### src/rtl/clk_mon_pkg.sv
// Shared types and default parameters for the clock ratio monitor.
package clk_mon_pkg;

    typedef enum logic [1:0] {
        ST_ACQ   = 2'd0,
        ST_TRACK = 2'd1,
        ST_LOCK  = 2'd2
    } mon_state_e;

    localparam int unsigned DEF_CNT_W      = 8;
    localparam int unsigned DEF_EXP_HALF   = 7;
    localparam int unsigned DEF_LOCK_COUNT = 4;
    localparam int unsigned DEF_TIMEOUT    = 32;

endpackage

### src/rtl/sync_edge_det.sv
// Two-flop synchronizer with a history flop; flags either edge of d.
module sync_edge_det (
    input  logic clk,
    input  logic rst,
    input  logic d,
    output logic d_edge
);

    logic s1_q, s2_q, s3_q;
    logic s1_d, s2_d, s3_d;

    always_comb begin
        s1_d = d;
        s2_d = s1_q;
        s3_d = s2_q;
    end

    always_ff @(posedge clk) begin
        if (rst) begin
            s1_q <= 1'b0;
            s2_q <= 1'b0;
            s3_q <= 1'b0;
        end else begin
            s1_q <= s1_d;
            s2_q <= s2_d;
            s3_q <= s3_d;
        end
    end

    assign d_edge = s2_q ^ s3_q;

endmodule

### src/rtl/clk_ratio_monitor.sv
// Measures sig_in half-periods in clk cycles and locks onto an expected ratio.
module clk_ratio_monitor
    import clk_mon_pkg::*;
#(
    parameter int unsigned CNT_W      = DEF_CNT_W,
    parameter int unsigned EXP_HALF   = DEF_EXP_HALF,
    parameter int unsigned LOCK_COUNT = DEF_LOCK_COUNT,
    parameter int unsigned TIMEOUT    = DEF_TIMEOUT
) (
    input  logic             clk,
    input  logic             rst,
    input  logic             sig_in,
    input  logic             en,
    input  logic             err_clr,
    output logic [CNT_W-1:0] half_period,
    output logic             period_valid,
    output logic             locked,
    output logic             err,
    output logic             timeout
);

    localparam int unsigned MW = $clog2(LOCK_COUNT + 1);
    localparam logic [CNT_W-1:0] CNT_MAX = '1;
    localparam logic [CNT_W-1:0] EXP_V   = CNT_W'(EXP_HALF);
    localparam logic [CNT_W-1:0] TO_THR  = CNT_W'(TIMEOUT - 1);
    localparam logic [MW-1:0]    LOCK_V  = MW'(LOCK_COUNT);

    mon_state_e       state_q, state_d;
    logic [CNT_W-1:0] cnt_q, cnt_d;
    logic [MW-1:0]    match_q, match_d;
    logic [CNT_W-1:0] half_q, half_d;
    logic             pv_q, pv_d;
    logic             err_q, err_d;
    logic             to_q, to_d;

    logic             sig_edge;
    logic [CNT_W-1:0] cnt_inc;
    logic [MW-1:0]    match_inc;
    logic             hit;

    sync_edge_det u_sync (
        .clk    (clk),
        .rst    (rst),
        .d      (sig_in),
        .d_edge (sig_edge)
    );

    // The edge cycle itself counts, so the interval is cnt+1.
    assign cnt_inc   = (cnt_q == CNT_MAX) ? CNT_MAX : cnt_q + 1'b1;
    assign match_inc = match_q + 1'b1;
    assign hit       = (cnt_inc == EXP_V);

    always_comb begin
        state_d = state_q;
        cnt_d   = cnt_inc;
        match_d = match_q;
        half_d  = half_q;
        pv_d    = 1'b0;
        to_d    = 1'b0;
        err_d   = err_q & ~err_clr;
        if (!en) begin
            state_d = ST_ACQ;
            cnt_d   = '0;
            match_d = '0;
        end else if (sig_edge) begin
            cnt_d = '0;
            unique case (state_q)
                ST_ACQ: begin
                    state_d = ST_TRACK;
                end
                ST_TRACK: begin
                    half_d = cnt_inc;
                    pv_d   = 1'b1;
                    if (hit) begin
                        match_d = match_inc;
                        if (match_inc == LOCK_V) begin
                            state_d = ST_LOCK;
                        end
                    end else begin
                        match_d = '0;
                    end
                end
                ST_LOCK: begin
                    half_d = cnt_inc;
                    pv_d   = 1'b1;
                    if (!hit) begin
                        // A mismatch outranks a coincident err_clr.
                        err_d   = 1'b1;
                        match_d = '0;
                        state_d = ST_TRACK;
                    end
                end
                default: begin
                    state_d = ST_ACQ;
                end
            endcase
        end else if (state_q != ST_ACQ && cnt_q == TO_THR) begin
            state_d = ST_ACQ;
            to_d    = 1'b1;
            match_d = '0;
            cnt_d   = '0;
        end
    end

    always_ff @(posedge clk) begin
        if (rst) begin
            state_q <= ST_ACQ;
            cnt_q   <= '0;
            match_q <= '0;
            half_q  <= '0;
            pv_q    <= 1'b0;
            err_q   <= 1'b0;
            to_q    <= 1'b0;
        end else begin
            state_q <= state_d;
            cnt_q   <= cnt_d;
            match_q <= match_d;
            half_q  <= half_d;
            pv_q    <= pv_d;
            err_q   <= err_d;
            to_q    <= to_d;
        end
    end

    assign half_period  = half_q;
    assign period_valid = pv_q;
    assign locked       = (state_q == ST_LOCK);
    assign err          = err_q;
    assign timeout      = to_q;

endmodule

### config.mk
export PLATFORM = sky130hd
export DESIGN_NAME = clk_ratio_monitor
export DESIGN_NICKNAME = d
export VERILOG_FILES = /design/src/rtl/clk_mon_pkg.sv /design/src/rtl/sync_edge_det.sv /design/src/rtl/clk_ratio_monitor.sv
export SDC_FILE = /design/constraint.sdc
export NUM_CORES = 1
export LEC_CHECK = 0
export ABC_AREA = 1
export CAP_MARGIN = 15
export CORE_UTILIZATION = 35
export CTS_CLUSTER_DIAMETER = 60
export DETAILED_ROUTE_END_ITERATION = 12
export SLEW_MARGIN = 10
export SYNTH_ARGS = -nofsm -noshare
export SYNTH_HDL_FRONTEND = slang
export SYNTH_HIERARCHICAL = 1
export SYNTH_SLANG_ARGS = --single-unit
### constraint.sdc
create_clock -name clk -period 4.4 [get_ports clk]
set_input_delay 0.44 -clock clk [delete_from_list [all_inputs] [get_ports clk]]
set_output_delay 0.44 -clock clk [all_outputs]
set_load 0.05 [all_outputs]
==> run_results.csv <==
group,metric,value,unit
clock_network,cts.sinks,27,
route,routed.top_layer,"met3",
clock_network,clk_latency,0.27,ns
floorplanning,io_pins,17,
global_route,grt_pass1_vias,961,
placement,dp_hpwl,1.97,mm
floorplanning,start_util,0.371,
synth,synthArstFlopShare,0,
floorplanning,die_y,64.8,um
placement,placed_cell_area,0.00159,sq mm
clock_network,htreeDepth,1,
synth,synth_area_leader_cell,"dfxtp_1",
synth,syn-cell-area,0.00138,sq mm
pwr,comb_power_share,0.091,
synth,avgSynthCellArea,7.30,sq um
timing,worstMarginPinSlew,0.520,ns
synth,synth_cells,189,
clock_network,cts_tree,"yes",
clock_network,cts_inserted_buffers,3,
worst_setup_path,critPathBufInv,2,
floorplanning,rows,22,
timing,finalCritPeriodShare,0.516,
flow_run,cap_violations,0,
timing,rsz0062_at_grt,"no",
worst_setup_path,slowest_stage,"clkdlybuf4s50_1",
pwr,p_sw_frac,0.233,
synth,synth-xor-area-share,0.0127,
worst_setup_path,path_cells,"inv_1 > ha_1 > clkdlybuf4s50_1",
clock_network,post_cts_buffers,0,
timing,slew_headroom,0.652,
synth,ys_seq_elements,27,
clock_network,cts_buffer_depth,2,
global_route,grt_overflow_total,0,
route,wirelength,2.62,mm
synth,synth_compound_gate_area_share,0.0943,
global_route,grt_pass1_wl,4.21,mm
route,drt_iter0_markers,44,
pwr,netSwitchingPower,99.5,uW
route,wl_met3,54,um
route,ant_nets,0,
timing,hold_violations,0,
final_layout,utilization,0.441,
pwr,leakage,0.714,nW
synth,ys_top_cells_by_area,"dfxtp_1 (39%), nand2_1 (9.8%), inv_1 (8.7%), nor2_1 (6.5%), ha_1 (6.3%)",
synth,synthAdderAreaFrac,0.0635,
worst_setup_path,worstSetupEndpointType,"primary output",
timing,maxSlewViolCount,0,
final_layout,nNetsFinal,220,
timing,setup_violations,0,
timing,max_freq,441,MHz
worst_setup_path,cp.required,3.96,ns
pwr,power_frac_seq,0.589,
synth,synth-edff-count,0,
floorplanning,die_x,64.8,um
route,drc,0,
final_layout,antenna_cells,0,
timing,setup_tns,0,ns
placement,pre_cts_slack,2.45,ns
timing,timing.final.ws_setup,2.13,ns
placement,port_buffers,16,
worst_setup_path,crit_fanout,6,
synth,ys_types,26,
pwr,p_int,327,uW
final_layout,final_area,0.00164,sq mm
global_route,grt_max_degree,15,
worst_setup_path,slowest_delay,0.84,ns
route,drt_pass1_iterations,4,
worst_setup_path,critPathTopFamily,"buffers and inverters",
pwr,powerDensity,260,mW/mm^2
outcome,outcome,"complete, no violations",
synth,yosysWarnings,6,
synth,synthSimpleGateAreaFrac,0.339,
timing,clock_skew,0.00724,ns
clock_network,clk_pin_slew,0.09,ns
worst_setup_path,worst_setup_path_start_kind,"flip-flop",
global_route,antenna_found_initial,0,
route,met2_length,1.13,mm
route,vias,1150,
worst_setup_path,path_class,"flip-flop to primary output",
synth,synth_top_family_by_area,"simple AND/OR/NAND/NOR gates",
synth,syn-num-nets,201,
pwr,peakVddDrop,0.155,mV
route,post_drt_wl_per_cell,10.3,um
synth,synth.top_cell.area_share,0.392,
final_layout,area_growth,18.7,%
timing,layout_min_cycle_time,2.27,ns
worst_setup_path,cp.arrival,1.83,ns
pwr,p_clk_frac,0.321,
clock_network,cts_resized,0,
global_route,grtUsageTotal,0.129,
synth,ys.flop_type,"dfxtp_1",
clock_network,cts-root-buf,"clkbuf_8",
synth,synth_commonest_cells,"nand2_1 (36), inv_1 (32), dfxtp_1 (27), nor2_1 (24), nand3_1 (13)",
floorplanning,die_area,0.00420,sq mm
final_layout,drive_gt1_frac,0.101,
floorplanning,core,0.00372,sq mm
synth,post-synth-top-count-cell,"nand2_1",
placement,gp_congestion,0.802,
clock_network,cts_hold_buf,0,
route,drt-met1-wl,1.44,mm
route,vias_per_cell,4.51,
synth,seq_area_frac_synth,0.392,
min_path,min_path_type,"flip-flop to flip-flop",
synth,synthMuxAreaShare,0,
## stage by stage
stage | total power [mW] | cells | hold WS (ns)
floorplan | 0.283 | 189 | 0.388
global placement | 0.295 | 251 | 0.396
detailed placement | 0.295 | 251 | 0.392
CTS | 0.431 | 255 | 0.405
global route | 0.445 | 255 | 0.423
finish | 0.426 | 255 | 0.404
## cell type report
type,count,area (sq um)
Clock buffer,4,45.0
Multi-Input combinational cell,126,703
Fill cell,393,2080
Tap cell,48,60.1
Inverter,34,129
Timing Repair Buffer,16,160
Sequential cell,27,541
## power by group through the flow
stage | clock network [mW] | logic [mW] | registers, mW
finish | 0.137 | 0.0386 | 0.251
global route | 0.150 | 0.0431 | 0.252
CTS | 0.141 | 0.0387 | 0.251
detailed placement | 0 | 0.0382 | 0.257
global placement | 0 | 0.0384 | 0.257
floorplan | 0 | 0.0241 | 0.259
## path summary, 6_finish.rpt
path	start	end	slack, ns	cells after the start
setup reg to reg	cnt_q[0]$_SDFF_PP0_	state_q[0]$_SDFFE_PP0P_	2.50	13
hold reg to reg	u_sync/s1_q$_SDFF_PP0_	u_sync/s2_q$_SDFF_PP0_	0.40	2
hold / removal	u_sync/s1_q$_SDFF_PP0_	u_sync/s2_q$_SDFF_PP0_	0.40	2
setup / recovery	state_q[0]$_SDFFE_PP0P_	locked	2.13	3
## placed cells by master (no fill, tap or decap), types with 2 or more instances in the layout
cell type / instances
dfxtp_1: 27
nor4_1: 2
nand4_1: 3
nor2_2: 7
clkbuf_8: 3
inv_1: 32
o21ai_0: 5
ha_1: 7
o21ai_1: 2
nand3_1: 13
nor2_4: 3
a21oi_1: 7
clkdlybuf4s50_1: 16
nor2_1: 24
nand2_2: 2
o211ai_1: 5
o21bai_1: 3
nand2_1: 36
## flip-flops by register name (all words and copies together), names as in the netlist
register,cells
state_q,2
err,1
period_valid,1
match_q,3
u_sync/s2_q,1
u_sync/s1_q,1
timeout,1
u_sync/s3_q,1
half_period,8
cnt_q,8
## worst min-delay path, cell delays in order, from the launching register on
cell and delay (ns):
dfxtp_1 0.31, inv_1 0.04, nor2_1 0.03
## cell families (layout without fill, tap and decap cells)
logic type	after synthesis	after routing
and+or+nand+nor	95	95
buffers and inverters	36	54
DFF	27	27
AOI/OAI and AO/OA	22	22
adders and majority gates	7	7
xor gates and xnor gates	2	2
## per-layer routing
layer / track usage / vias up
li1: - / 629
met2: 0.197 / 19
met5: 0 / -
met3: 0.0211 / 0
met1: 0.183 / 502
met4: 0.0417 / 0
(Power assumes the default switching activity.)
